<file path="config.mk">
export PLATFORM = sky130hd
export DESIGN_NAME = fb_arbiter
export DESIGN_NICKNAME = d
export VERILOG_FILES = /design/src/rtl/fb_arbiter.sv
export SDC_FILE = /design/constraint.sdc
export NUM_CORES = 1
export LEC_CHECK = 0
export CAP_MARGIN = 0
export CORE_ASPECT_RATIO = 0.8
export CORE_MARGIN = 8
export CORE_UTILIZATION = 30
export DETAILED_ROUTE_END_ITERATION = 10
export SYNTH_ARGS = -nofsm -noshare
export SYNTH_HDL_FRONTEND = slang
export SYNTH_SLANG_ARGS = --single-unit
</file>
<file path="constraint.sdc">
create_clock -name clk -period 2.2 [get_ports clk]
set_input_delay 0.22 -clock clk [delete_from_list [all_inputs] [get_ports clk]]
set_output_delay 0.22 -clock clk [all_outputs]
set_load 0.05 [all_outputs]
</file>
<file path="src/rtl/fb_arbiter.sv">
// fb_arbiter: shares one single-pixel framebuffer port between the drawing
// engine (port 0) and the display scanout reader (port 1). Scanout wins ties,
// but only for SCAN_RUN grants in a row while drawing is waiting.
//
// Requester handshake (same on both ports): rdy_i high means the port is idle.
// A one-cycle read_i/write_i pulse is taken only on an edge where rdy_i is
// high; that edge latches x_i/y_i/in_i and the op and drops rdy_i. rdy_i rises
// again on the edge that completes the access, with out_i valid from then on
// for reads. Pulses seen while rdy_i is low are dropped; read+write is a write.
// The memory side follows the same protocol with the roles reversed.
module fb_arbiter #(
    parameter int SCAN_RUN = 4,
    parameter int XMAX     = 319,
    parameter int YMAX     = 199
) (
    input  logic       clk,
    input  logic       rst,
    input  logic [8:0] x_0,
    input  logic [7:0] y_0,
    input  logic       read_0,
    input  logic       write_0,
    input  logic       in_0,
    output logic       out_0,
    output logic       rdy_0,
    input  logic [8:0] x_1,
    input  logic [7:0] y_1,
    input  logic       read_1,
    input  logic       write_1,
    input  logic       in_1,
    output logic       out_1,
    output logic       rdy_1,
    output logic [8:0] x_m,
    output logic [7:0] y_m,
    output logic       read_m,
    output logic       write_m,
    output logic       in_m,
    input  logic       out_m,
    input  logic       rdy_m,
    output logic       busy,
    output logic       owner
);

    localparam int              RUN_W   = (SCAN_RUN < 1) ? 1 : $clog2(SCAN_RUN + 1);
    localparam logic [RUN_W-1:0] RUN_MAX = RUN_W'(SCAN_RUN);
    localparam logic [8:0]      X_LIM   = 9'(XMAX);
    localparam logic [7:0]      Y_LIM   = 8'(YMAX);

    typedef enum logic [1:0] {
        IDLE  = 2'd0,
        ISSUE = 2'd1,
        WAIT  = 2'd2
    } state_t;

    state_t state_q, state_d;

    // Per-port request latches
    logic       pend_0, pend_1;
    logic       wr_0, wr_1;
    logic       d_0, d_1;
    logic [8:0] xl_0, xl_1;
    logic [7:0] yl_0, yl_1;

    logic [RUN_W-1:0] run_cnt;

    logic acc_0, acc_1;
    logic inr_0, inr_1;
    logic req_0, req_1;
    logic oor_0, oor_1;
    logic gnt, gnt_port, cpl;

    assign acc_0 = rdy_0 & (read_0 | write_0);
    assign acc_1 = rdy_1 & (read_1 | write_1);
    assign inr_0 = (xl_0 <= X_LIM) & (yl_0 <= Y_LIM);
    assign inr_1 = (xl_1 <= X_LIM) & (yl_1 <= Y_LIM);
    assign req_0 = pend_0 & inr_0;
    assign req_1 = pend_1 & inr_1;
    assign oor_0 = pend_0 & ~inr_0;
    assign oor_1 = pend_1 & ~inr_1;

    // State register
    always_ff @(posedge clk or posedge rst) begin
        if (rst) state_q <= IDLE;
        else     state_q <= state_d;
    end

    // Next-state logic: one ISSUE cycle per grant, then wait for memory ready
    always_comb begin
        state_d = state_q;
        case (state_q)
            IDLE:    if (gnt) state_d = ISSUE;
            ISSUE:   state_d = WAIT;
            WAIT:    if (rdy_m) state_d = IDLE;
            default: state_d = IDLE;
        endcase
    end

    // Output/control decode: grant choice and completion strobe
    always_comb begin
        gnt      = 1'b0;
        gnt_port = 1'b0;
        cpl      = 1'b0;
        if (state_q == IDLE && rdy_m && (req_0 || req_1)) begin
            gnt = 1'b1;
            if (req_0 && req_1) gnt_port = (run_cnt < RUN_MAX);
            else                gnt_port = req_1;
        end
        if (state_q == WAIT && rdy_m) cpl = 1'b1;
    end

    // Port 0 request latch, ready flag and read data
    always_ff @(posedge clk or posedge rst) begin
        if (rst) begin
            pend_0 <= 1'b0;
            rdy_0  <= 1'b1;
            out_0  <= 1'b0;
            wr_0   <= 1'b0;
            d_0    <= 1'b0;
            xl_0   <= '0;
            yl_0   <= '0;
        end else if (acc_0) begin
            pend_0 <= 1'b1;
            rdy_0  <= 1'b0;
            wr_0   <= write_0;
            d_0    <= in_0;
            xl_0   <= x_0;
            yl_0   <= y_0;
        end else if (oor_0) begin
            pend_0 <= 1'b0;
            rdy_0  <= 1'b1;
            out_0  <= 1'b0;
        end else if (cpl && !owner) begin
            pend_0 <= 1'b0;
            rdy_0  <= 1'b1;
            if (!wr_0) out_0 <= out_m;
        end
    end

    // Port 1 request latch, ready flag and read data
    always_ff @(posedge clk or posedge rst) begin
        if (rst) begin
            pend_1 <= 1'b0;
            rdy_1  <= 1'b1;
            out_1  <= 1'b0;
            wr_1   <= 1'b0;
            d_1    <= 1'b0;
            xl_1   <= '0;
            yl_1   <= '0;
        end else if (acc_1) begin
            pend_1 <= 1'b1;
            rdy_1  <= 1'b0;
            wr_1   <= write_1;
            d_1    <= in_1;
            xl_1   <= x_1;
            yl_1   <= y_1;
        end else if (oor_1) begin
            pend_1 <= 1'b0;
            rdy_1  <= 1'b1;
            out_1  <= 1'b0;
        end else if (cpl && owner) begin
            pend_1 <= 1'b0;
            rdy_1  <= 1'b1;
            if (!wr_1) out_1 <= out_m;
        end
    end

    // Memory side: load operands on grant, drop the strobe after ISSUE
    always_ff @(posedge clk or posedge rst) begin
        if (rst) begin
            x_m     <= '0;
            y_m     <= '0;
            in_m    <= 1'b0;
            read_m  <= 1'b0;
            write_m <= 1'b0;
            busy    <= 1'b0;
            owner   <= 1'b0;
        end else if (gnt) begin
            owner   <= gnt_port;
            busy    <= 1'b1;
            x_m     <= gnt_port ? xl_1 : xl_0;
            y_m     <= gnt_port ? yl_1 : yl_0;
            in_m    <= gnt_port ? d_1 : d_0;
            read_m  <= ~(gnt_port ? wr_1 : wr_0);
            write_m <= gnt_port ? wr_1 : wr_0;
        end else if (state_q == ISSUE) begin
            read_m  <= 1'b0;
            write_m <= 1'b0;
        end else if (cpl) begin
            busy    <= 1'b0;
        end
    end

    // Scanout run counter: counts contested port-1 wins, reset when drawing is served or idle
    always_ff @(posedge clk or posedge rst) begin
        if (rst) begin
            run_cnt <= '0;
        end else if (!pend_0 || (gnt && !gnt_port)) begin
            run_cnt <= '0;
        end else if (gnt && req_0 && (run_cnt < RUN_MAX)) begin
            run_cnt <= run_cnt + 1'b1;
        end
    end

endmodule

</file>
==> reports/results.ini, run 1 <==
[floorplan]
rows=32
dieHeight_um=105.4
core-area_mm2=0.009689
die_outline_width_um=127.8
dieArea_mm2=0.01347
floorplan.io_pins=70
floorplan.initialDensity=0.3095

[grt]
grt_pass1_wl_mm=11.92
grt.total_usage=0.1144
via_count_of_the_first_global_routing_pass=2283
antenna_found_initial=0
maximum_number_of_pins_on_one_net_before_global_route_repair=72
overflow=0

[place]
placement.setup.worst_slack_ns=0.1133
port_buffer_count=69
dp.cells=422
routability_congestion_estimate=0.7229
detailed_place_hpwl_mm=5.146

[timing]
layout_min_cycle_time_ns=2.065
maxClockFrequency_ghz=0.4842
timing_worst_slew_pin_value_ns=0.5417
final.setup.worst_slack_ns=0.1347
period_share=0.9388
finalClockSkew_ns=0.006089
worst_slew_margin_rel=0.6388
maxSlewViolCount=0
final_count_of_hold_timing_violations=0
setup_violators_final=0
unrepaired_setup_endpoints_after_global_routing=no
setup_total_negative_slack_ns=0

[clock_network]
tritoncts.num_buffers=9
post-cts-setup-buffers=0
clk_path_buf_depth=2
cts_tree=built
holdBufCountCts=0
cell_chosen_for_the_clock_root=sky130_fd_sc_hd__clkbuf_16
number_of_cells_upsized_or_downsized_after_cts=0
clock_sinks=71
clk_latency_ns=0.33
worst_setup_hold_path_clk_slew_ns=0.06
ctsHtreeMaxLevel=3

[final_layout]
antenna_cells=0
share_of_cells_above_drive_strength_1=0.2517
final_cells=438
n_fill_cell=918
area_growth_syn_to_layout_pct=38.38
nets=342

[power]
combPwrFrac=0.432
netSwitchingFraction=0.3896
cellPowerDensity_mw_per_mm2=1592
ir_worst_vdd_uv=593.6
totalPowerFinal_mw=6.607
internal_power_mw=4.033
sequentialPowerShare=0.367
clockPowerShare=0.201
power_leakage_nw=1.808
p_sw_mw=2.574

[route]
routedWlPerCell_um=16.38
drc=0
routed-via-count=2087
detail_route.first_pass.iterations=4
drt-initial-drc-count=143
totalWireLength_mm=7.175
drt.antenna.violating_nets=0
viasPerCell=4.765

[critical_path]
cp-end-kind=register
worst_r2r_path_depth=6
worstPathMaxFanout=12
setup.worst_path.end=y_m[3]$_DFFE_PP0P_
r2r-start=yl_1[4]$_DFFE_PP0P_
setup.worst_path.start=yl_1[4]$_DFFE_PP0P_
worst-r2r-setup-slack_ns=0.13
worst-setup-path-type=register to register
reg2reg_to=y_m[3]$_DFFE_PP0P_
critical_path_start_type=register
cp_data_required_time_ns=2.42
worst-endpoint-arrival_ns=2.28

[run_status]
status=finished, final reports clean

[logic_synthesis]
synth_compound_area_frac=0.1206
synth_async_sr_flop_share=1.000
ys_top_cells_by_area=sky130_fd_sc_hd__dfrtp_1, sky130_fd_sc_hd__mux2_2, sky130_fd_sc_hd__a221o_1
dominantRegCellSynth=sky130_fd_sc_hd__dfrtp_1
synth_enable_flop_cells=0
synthTopCellsByCount=sky130_fd_sc_hd__dfrtp_1, sky130_fd_sc_hd__mux2_2, sky130_fd_sc_hd__and3_1
synth-xor-area-share=0.002920
dominant_combinational_cell_family_by_area_after_synthesis=multiplexers
synth.area.mux_share=0.1385
post_synth_fa_ha_maj_area_fraction=0.004172
synth_most_common_cell=sky130_fd_sc_hd__dfrtp_1
synth.yosys.seq_area_share=0.5932
total_of_flip_flops_plus_latches_after_synthesis=71
post_synth_inst_count=220
mappedNetlistNets=265
yosys.area_share.simple=0.1097
synthDominantCellAreaShare=0.5757
synth_area_per_cell_um2=13.63
synthDistinctLibCells=44
post-synth-top-area-cell=sky130_fd_sc_hd__dfrtp_1
ys_warn_count=0
netlist_area_mm2=0.002999

[hold_path]
hold_class=primary input to async pin

[flow_run]
cap_viol_max_count=0

==> metrics by stage <==
step / cell area (µm²) / util / hold slack (ns)
floorplan: 2999 / - / 0.3254
global placement: 3874 / 0.3998 / 0.4669
detailed placement: 3874 / 0.3998 / 0.4728
CTS: 4150 / 0.4283 / 0.2988
global route: 4150 / 0.4283 / 0.3179
finish: 4150 / 0.4283 / 0.2883
==> power by group through the flow <==
stage / Sequential, mW / Clock, mW / Combinational, mW
floorplan: 3.04 / 0 / 1.33
global placement: 2.43 / 0 / 2.86
detailed placement: 2.43 / 0 / 2.91
CTS: 2.42 / 1.37 / 2.90
global route: 2.51 / 1.43 / 3.08
finish: 2.43 / 1.33 / 2.85
==> per-layer routing <==
layer  GRT usage  routed length (µm)  vias to the layer above
met5           0                   0                        -
met4     0.05843                 139                        0
met3     0.03575                 378                       10
met2      0.1764                3248                       55
met1      0.1418                3409                     1039
li1            -                   -                      983
==> sequential cells by signal, indices dropped and copies added, names as in the netlist <==
name and flops:
busy 1, d_0 1, d_1 1, in_m 1, out_0 1, out_1 1
owner 1, pend_0 1, pend_1 1, rdy_0 1, rdy_1 1, read_m 1
run_cnt 3, state_q 2, wr_0 1, wr_1 1, write_m 1, x_m 9
xl_0 9, xl_1 9, y_m 8, yl_0 8, yl_1 8
==> final cells by class <==
| type | instances | area, µm² | share of cell area |
|---|---|---|---|
| Clock buffer | 11 | 242.7 | 0.05849 |
| Clock inverter | 5 | 33.78 | 0.008140 |
| Inverter | 5 | 18.77 | 0.004522 |
| Multi-Input combinational cell | 132 | 1135 | 0.2734 |
| Sequential cell | 71 | 1779 | 0.4287 |
| Tap cell | 136 | 170.2 | 0.04100 |
| Timing Repair Buffer | 78 | 770.7 | 0.1857 |
==> logic make-up (layout without fill, tap and decap cells) <==
family	after synthesis	in the layout
AOI/OAI and AO/OA	42	42
muxes	37	37
DFF	71	71
xor gates and xnor gates	1	1
adders and majority gates	1	1
and+or+nand+nor	51	51
buffers and inverters	17	99
==> worst min path at each step <==
stage                          endpoint  slack [ns]  cells past startpoint
global route        xl_1[5]$_DFFE_PP0P_        0.32                      3
finish              xl_1[6]$_DFFE_PP0P_        0.29                      3
floorplan              wr_0$_DFFE_PP0P_        0.33                      2
global placement       wr_0$_DFFE_PP0P_        0.47                      2
CTS                 xl_1[6]$_DFFE_PP0P_        0.30                      3
detailed placement    out_1$_DFFE_PP0P_        0.47                      1
==> placed cells by master (no fill, tap or decap), drive strengths merged, types with 2 or more instances in the layout <==
cell,count
buf,9
mux2,36
o21ai,11
clkinvlp,2
clkbuf,11
dfstp,2
a221o,18
inv,5
nand4,2
dfrtp,69
clkinv,3
and4,3
clkdlybuf4s50,69
nand3,2
nor2b,3
nand2b,2
a21oi,2
o311ai,2
nand2,9
a21boi,3
and3,21
and4b,2
==> worst max-delay path: stages (launching register included) <==
cell and delay [ns]:
sky130_fd_sc_hd__dfrtp_1 0.41, sky130_fd_sc_hd__o311ai_1 0.36, sky130_fd_sc_hd__buf_4 0.18, sky130_fd_sc_hd__and3_2 0.21, sky130_fd_sc_hd__o21ai_2 0.18, sky130_fd_sc_hd__buf_4 0.24, sky130_fd_sc_hd__a221o_1 0.36
(Power assumes the default switching activity.)
==> run 2: changes to the inputs <==
--- a/config.mk
+++ b/config.mk
@@ -10,6 +10,7 @@
 export CORE_MARGIN = 8
 export CORE_UTILIZATION = 30
 export DETAILED_ROUTE_END_ITERATION = 10
+export SETUP_SLACK_MARGIN = 0.5
 export SYNTH_ARGS = -nofsm -noshare
 export SYNTH_HDL_FRONTEND = slang
 export SYNTH_SLANG_ARGS = --single-unit
==> constraint.sdc (replaced) <==
create_clock -name clk -period 2.5 [get_ports clk]
set_input_delay 0.25 -clock clk [delete_from_list [all_inputs] [get_ports clk]]
set_output_delay 0.25 -clock clk [all_outputs]
set_load 0.05 [all_outputs]
==> reports/results.ini, run 2 (synthesized netlist as in run 1, its figures left out) <==
[run_status]
status=finished, final reports clean

[clock_network]
ctsHtreeMaxLevel=3  ; unchanged
tritoncts.num_buffers=9  ; unchanged
worst_setup_hold_path_clk_slew_ns=0.05  ; about the same
cts_tree=built
clock_sinks=71  ; unchanged
holdBufCountCts=0  ; unchanged
clk_path_buf_depth=2  ; unchanged
clk_latency_ns=0.33  ; about the same
cell_chosen_for_the_clock_root=sky130_fd_sc_hd__clkbuf_16

[place]
routability_congestion_estimate=0.7562  ; +4.6%
detailed_place_hpwl_mm=5.348  ; +3.9%
port_buffer_count=69  ; unchanged
placement.setup.worst_slack_ns=0.3778  ; +0.2645 ns

[power]
power_leakage_nw=1.795  ; -0.73%
ir_worst_vdd_uv=565.4  ; -4.8%
cellPowerDensity_mw_per_mm2=1399  ; -12%
totalPowerFinal_mw=5.801  ; -12%

[final_layout]
n_fill_cell=953  ; +3.8%
largest_registers=x_m: 9 flops, xl_0: 9 flops, xl_1: 9 flops
share_of_cells_above_drive_strength_1=0.2450  ; -0.006623
area_growth_syn_to_layout_pct=38.30  ; about the same
nets=342  ; unchanged
most-common-layout-cells=sky130_fd_sc_hd__dfrtp_1, sky130_fd_sc_hd__clkdlybuf4s50_1, sky130_fd_sc_hd__mux2_2
antenna_cells=0  ; unchanged

[timing]
unrepaired_setup_endpoints_after_global_routing=no
final.setup.worst_slack_ns=0.5495  ; +0.4148 ns
maxClockFrequency_ghz=0.5127
worst_slew_margin_rel=0.5255  ; -0.1133
timing_worst_slew_pin_value_ns=0.7022  ; +0.1605 ns
final_count_of_hold_timing_violations=0  ; unchanged
maxSlewViolCount=0  ; unchanged
layout_min_cycle_time_ns=1.950
finalClockSkew_ns=0.006578  ; +0.0004889 ns
period_share=0.7802
setup_violators_final=0  ; unchanged
setup_total_negative_slack_ns=0  ; unchanged

[route]
viasPerCell=4.751  ; -0.29%
routed-via-count=2081  ; -0.29%
drt.antenna.violating_nets=0  ; unchanged
drt-initial-drc-count=140  ; -2.1%
detail_route.first_pass.iterations=4  ; unchanged
totalWireLength_mm=7.350  ; +2.4%
drc=0  ; unchanged
routedWlPerCell_um=16.78  ; +2.4%

[hold_path]
hold_class=primary input to async pin

[critical_path]
critical-path-top-delay-family=buffers and inverters
worstPathMaxFanout=4  ; -8
cp_num_cells=1  ; -5
cp_data_required_time_ns=2.25  ; -0.17 ns
worst-setup-path-type=register to output port
cp_cell_sequence=clkdlybuf4s50_1
critical_path_start_type=register
crit_path_max_incr_delay_ns=0.81  ; +0.40 ns
cp-end-kind=output port
worst-endpoint-arrival_ns=1.70  ; -0.58 ns
crit_path_top_delay_cell=sky130_fd_sc_hd__clkdlybuf4s50_1
critical_path.n_buffers_inverters=1  ; -1
worst_r2r_path_depth=5  ; -1

[floorplan]
dieHeight_um=105.4  ; unchanged
floorplan.initialDensity=0.3095  ; unchanged
dieArea_mm2=0.01347  ; unchanged
core-area_mm2=0.009689  ; unchanged
floorplan.io_pins=70  ; unchanged
die_outline_width_um=127.8  ; unchanged
rows=32  ; unchanged

[flow_run]
cap_viol_max_count=0  ; unchanged

[grt]
antenna_found_initial=0  ; unchanged
maximum_number_of_pins_on_one_net_before_global_route_repair=32  ; -56%
overflow=0  ; unchanged
via_count_of_the_first_global_routing_pass=2223  ; -2.6%
grt.total_usage=0.1156  ; +0.001186
grt_pass1_wl_mm=12.06  ; +1.2%

[run 2: area by class of cell]
| class | count | area [µm²] | area share |
|---|---|---|---|
| flip-flops and latches | 71 | 1779 | 0.4290 |
| multi-input cells | 132 | 1155 | 0.2784 |
| repair buffers | 78 | 758.2 | 0.1828 |
| clock buffers | 15 | 257.7 | 0.06214 |
| well taps | 136 | 170.2 | 0.04103 |
| inverters | 5 | 22.52 | 0.005430 |
| clock inverters | 1 | 5.005 | 0.001207 |
[run 2: power breakdown]
group / leakage, nW / total [mW] / internal, mW / switching, mW
sequential: 0.859 / 2.13 / 1.72 / 0.412
combinational: 0.808 / 2.53 / 1.13 / 1.40
clock: 0.128 / 1.14 / 0.698 / 0.442
[run 2: final timing paths]
check                                     from                   to  slack [ns]
max                          rdy_0$_DFFE_PP1P_                rdy_0        0.55
min                                        rst   x_m[5]$_DFFE_PP0P_        0.38
min reg2reg                   wr_0$_DFFE_PP0P_     wr_0$_DFFE_PP0P_        0.48
max reg2reg                yl_0[5]$_DFFE_PP0P_   y_m[2]$_DFFE_PP0P_        0.64
min in group clk              wr_0$_DFFE_PP0P_     wr_0$_DFFE_PP0P_        0.48
max in group asynchronous                  rst  yl_1[0]$_DFFE_PP0P_        1.49
[run 2: routing by layer]
layer	vias up	share of wire	wire length, µm	GRT usage
met5	-	0	0	0
met4	0	0.018	130	0.04826
met3	12	0.067	491	0.04481
met2	62	0.45	3274	0.1757
met1	1021	0.47	3454	0.1439
li1	986	-	-	-
[run 2: metrics by stage]
stage,cell area (µm²),util,std cells,hold WS (ns)
finish,4148,0.4281,438,0.3804
floorplan,3003,-,220,0.3554
detailed placement,3857,0.3981,421,0.4703
global placement,3857,0.3981,421,0.4658
CTS,4128,0.4260,437,0.4009
global route,4148,0.4281,438,0.4335
[run 2: timing repair]
item / CTS / global route
setup buffers: 0 / 1
gates resized for setup: 1 / 3
pin swaps: 0 / 1
setup endpoints to repair: 20 / 23
==> edit: new RTL, config.mk and constraints of run 1 <==
Encoding of `state_t`: now one-hot (3 bits for 3 states).
--- a/src/rtl/fb_arbiter.sv
+++ b/src/rtl/fb_arbiter.sv
@@ -45,10 +45,10 @@
     localparam logic [8:0]      X_LIM   = 9'(XMAX);
     localparam logic [7:0]      Y_LIM   = 8'(YMAX);
 
-    typedef enum logic [1:0] {
-        IDLE  = 2'd0,
-        ISSUE = 2'd1,
-        WAIT  = 2'd2
+    typedef enum logic [2:0] {
+        IDLE  = 3'b001,
+        ISSUE = 3'b010,
+        WAIT  = 3'b100
     } state_t;
 
     state_t state_q, state_d;
Check against the original RTL: same outputs for any inputs over 10 cycles, from zero or initial values and one cycle with rst high; not proved beyond that.
==> edit against run 1 <==
Critical path depth decreased by 2. Worst setup slack better by 0.13 ns. Synthesized area increased by 2.2%. Final area rose by 2.0%. Sequential cell count up 1. Synthesized cell count increased by 0.45%. Clock power increased by 6%. Wire length increased by 3.9%. Core utilization decreased by 1.0 points. Total power up 0.41%. Die area rose by 1.9%. Combinational power shrank 2%. Highest routed layer unchanged.
==> edit: results (changes against run 1) <==
[status]
status=completed  ; unchanged

[place]
globalplace.congestion=0.7571  ; was 0.7229
post_dp_cell_area_um2=3940  ; was 3874 µm²
placed_cells=426  ; was 422

[pwr]
leakagePower_nw=1.720  ; was 1.808 nW

[detailed_routing]
dr_wl_met2_um=3300  ; was 3248 µm
wl_met3_um=403  ; was 378 µm
wl_met1_um=3691  ; was 3409 µm
via_count=2104  ; was 2087
routed_wl_um=7455  ; was 7175 µm
dr.pass1.iters=6  ; was 4

[critical_path]
rr_endpoint=y_m[2]$_DFFE_PP0P_  ; was y_m[3]$_DFFE_PP0P_
path_max_fanout=23  ; was 12
crit_slowest_cell=o311ai_4  ; was dfrtp_1
worst_r2r_path_depth=4  ; was 6
cpPeakStageDelay_ns=0.43  ; was 0.41 ns

[synth]
synth_top_cells_by_count=dfrtp_1 (69), mux2_2 (26), nor3b_1 (18), a221o_1 (17), nand2_1 (12)  ; was dfrtp_1 (69), mux2_2 (36), and3_1 (18), a221o_1 (17), nand2_1 (9)
synth_area_per_cell_um2=13.87  ; was 13.63 µm²
synth_nets=266  ; was 265
synth.area.top_cells=dfrtp_1 (56%), mux2_2 (9.6%), a221o_1 (5.6%), nor3b_1 (4.4%), mux2_1 (3.7%)  ; was dfrtp_1 (58%), mux2_2 (14%), a221o_1 (5.7%), and3_1 (3.8%), dfstp_2 (1.8%)

[global_routing]
use_met1=0.1509  ; was 0.1418
grt_pass1_vias=2261  ; was 2283
grtUsageMet2=0.1667  ; was 0.1764

[sta]
holdWs_ns=0.2912  ; was 0.2883 ns
slew_headroom=0.6338  ; was 0.6388

[cells_and_area]
drive_gt1_frac=0.1954  ; was 0.2517

==> edit: changes by cell type after synthesis, moves of 4 or more <==
cell / run 1 / this run
a21boi_1: 0 / 5
and3_1: 18 / 1
mux2_1: 0 / 10
mux2_2: 36 / 26
nor3b_1: 0 / 18
o21ai_0: 7 / 3
==> edit: cell type report <==
| type | instances | area, µm² | share of cell area |
|---|---|---|---|
| Tap cell | 140 | 175.2 | 0.04140 |
| Sequential cell | 72 | 1805 | 0.4267 |
| Inverter | 3 | 11.26 | 0.002661 |
| Clock buffer | 12 | 246.5 | 0.05825 |
| Clock inverter | 4 | 45.04 | 0.01064 |
| Timing Repair Buffer | 76 | 755.7 | 0.1786 |
| Multi-Input combinational cell | 135 | 1192 | 0.2818 |
==> edit: cells by family after synthesis <==
family                   after synthesis  synth area share
adder cells (fa/ha/maj)                1          0.004083
flip-flops                            72            0.5892
AO/OA/AOI/OAI                         42            0.1254
buffers and inverters                 14           0.02409
AND/OR/NAND/NOR                       56            0.1250
multiplexers                          36            0.1323
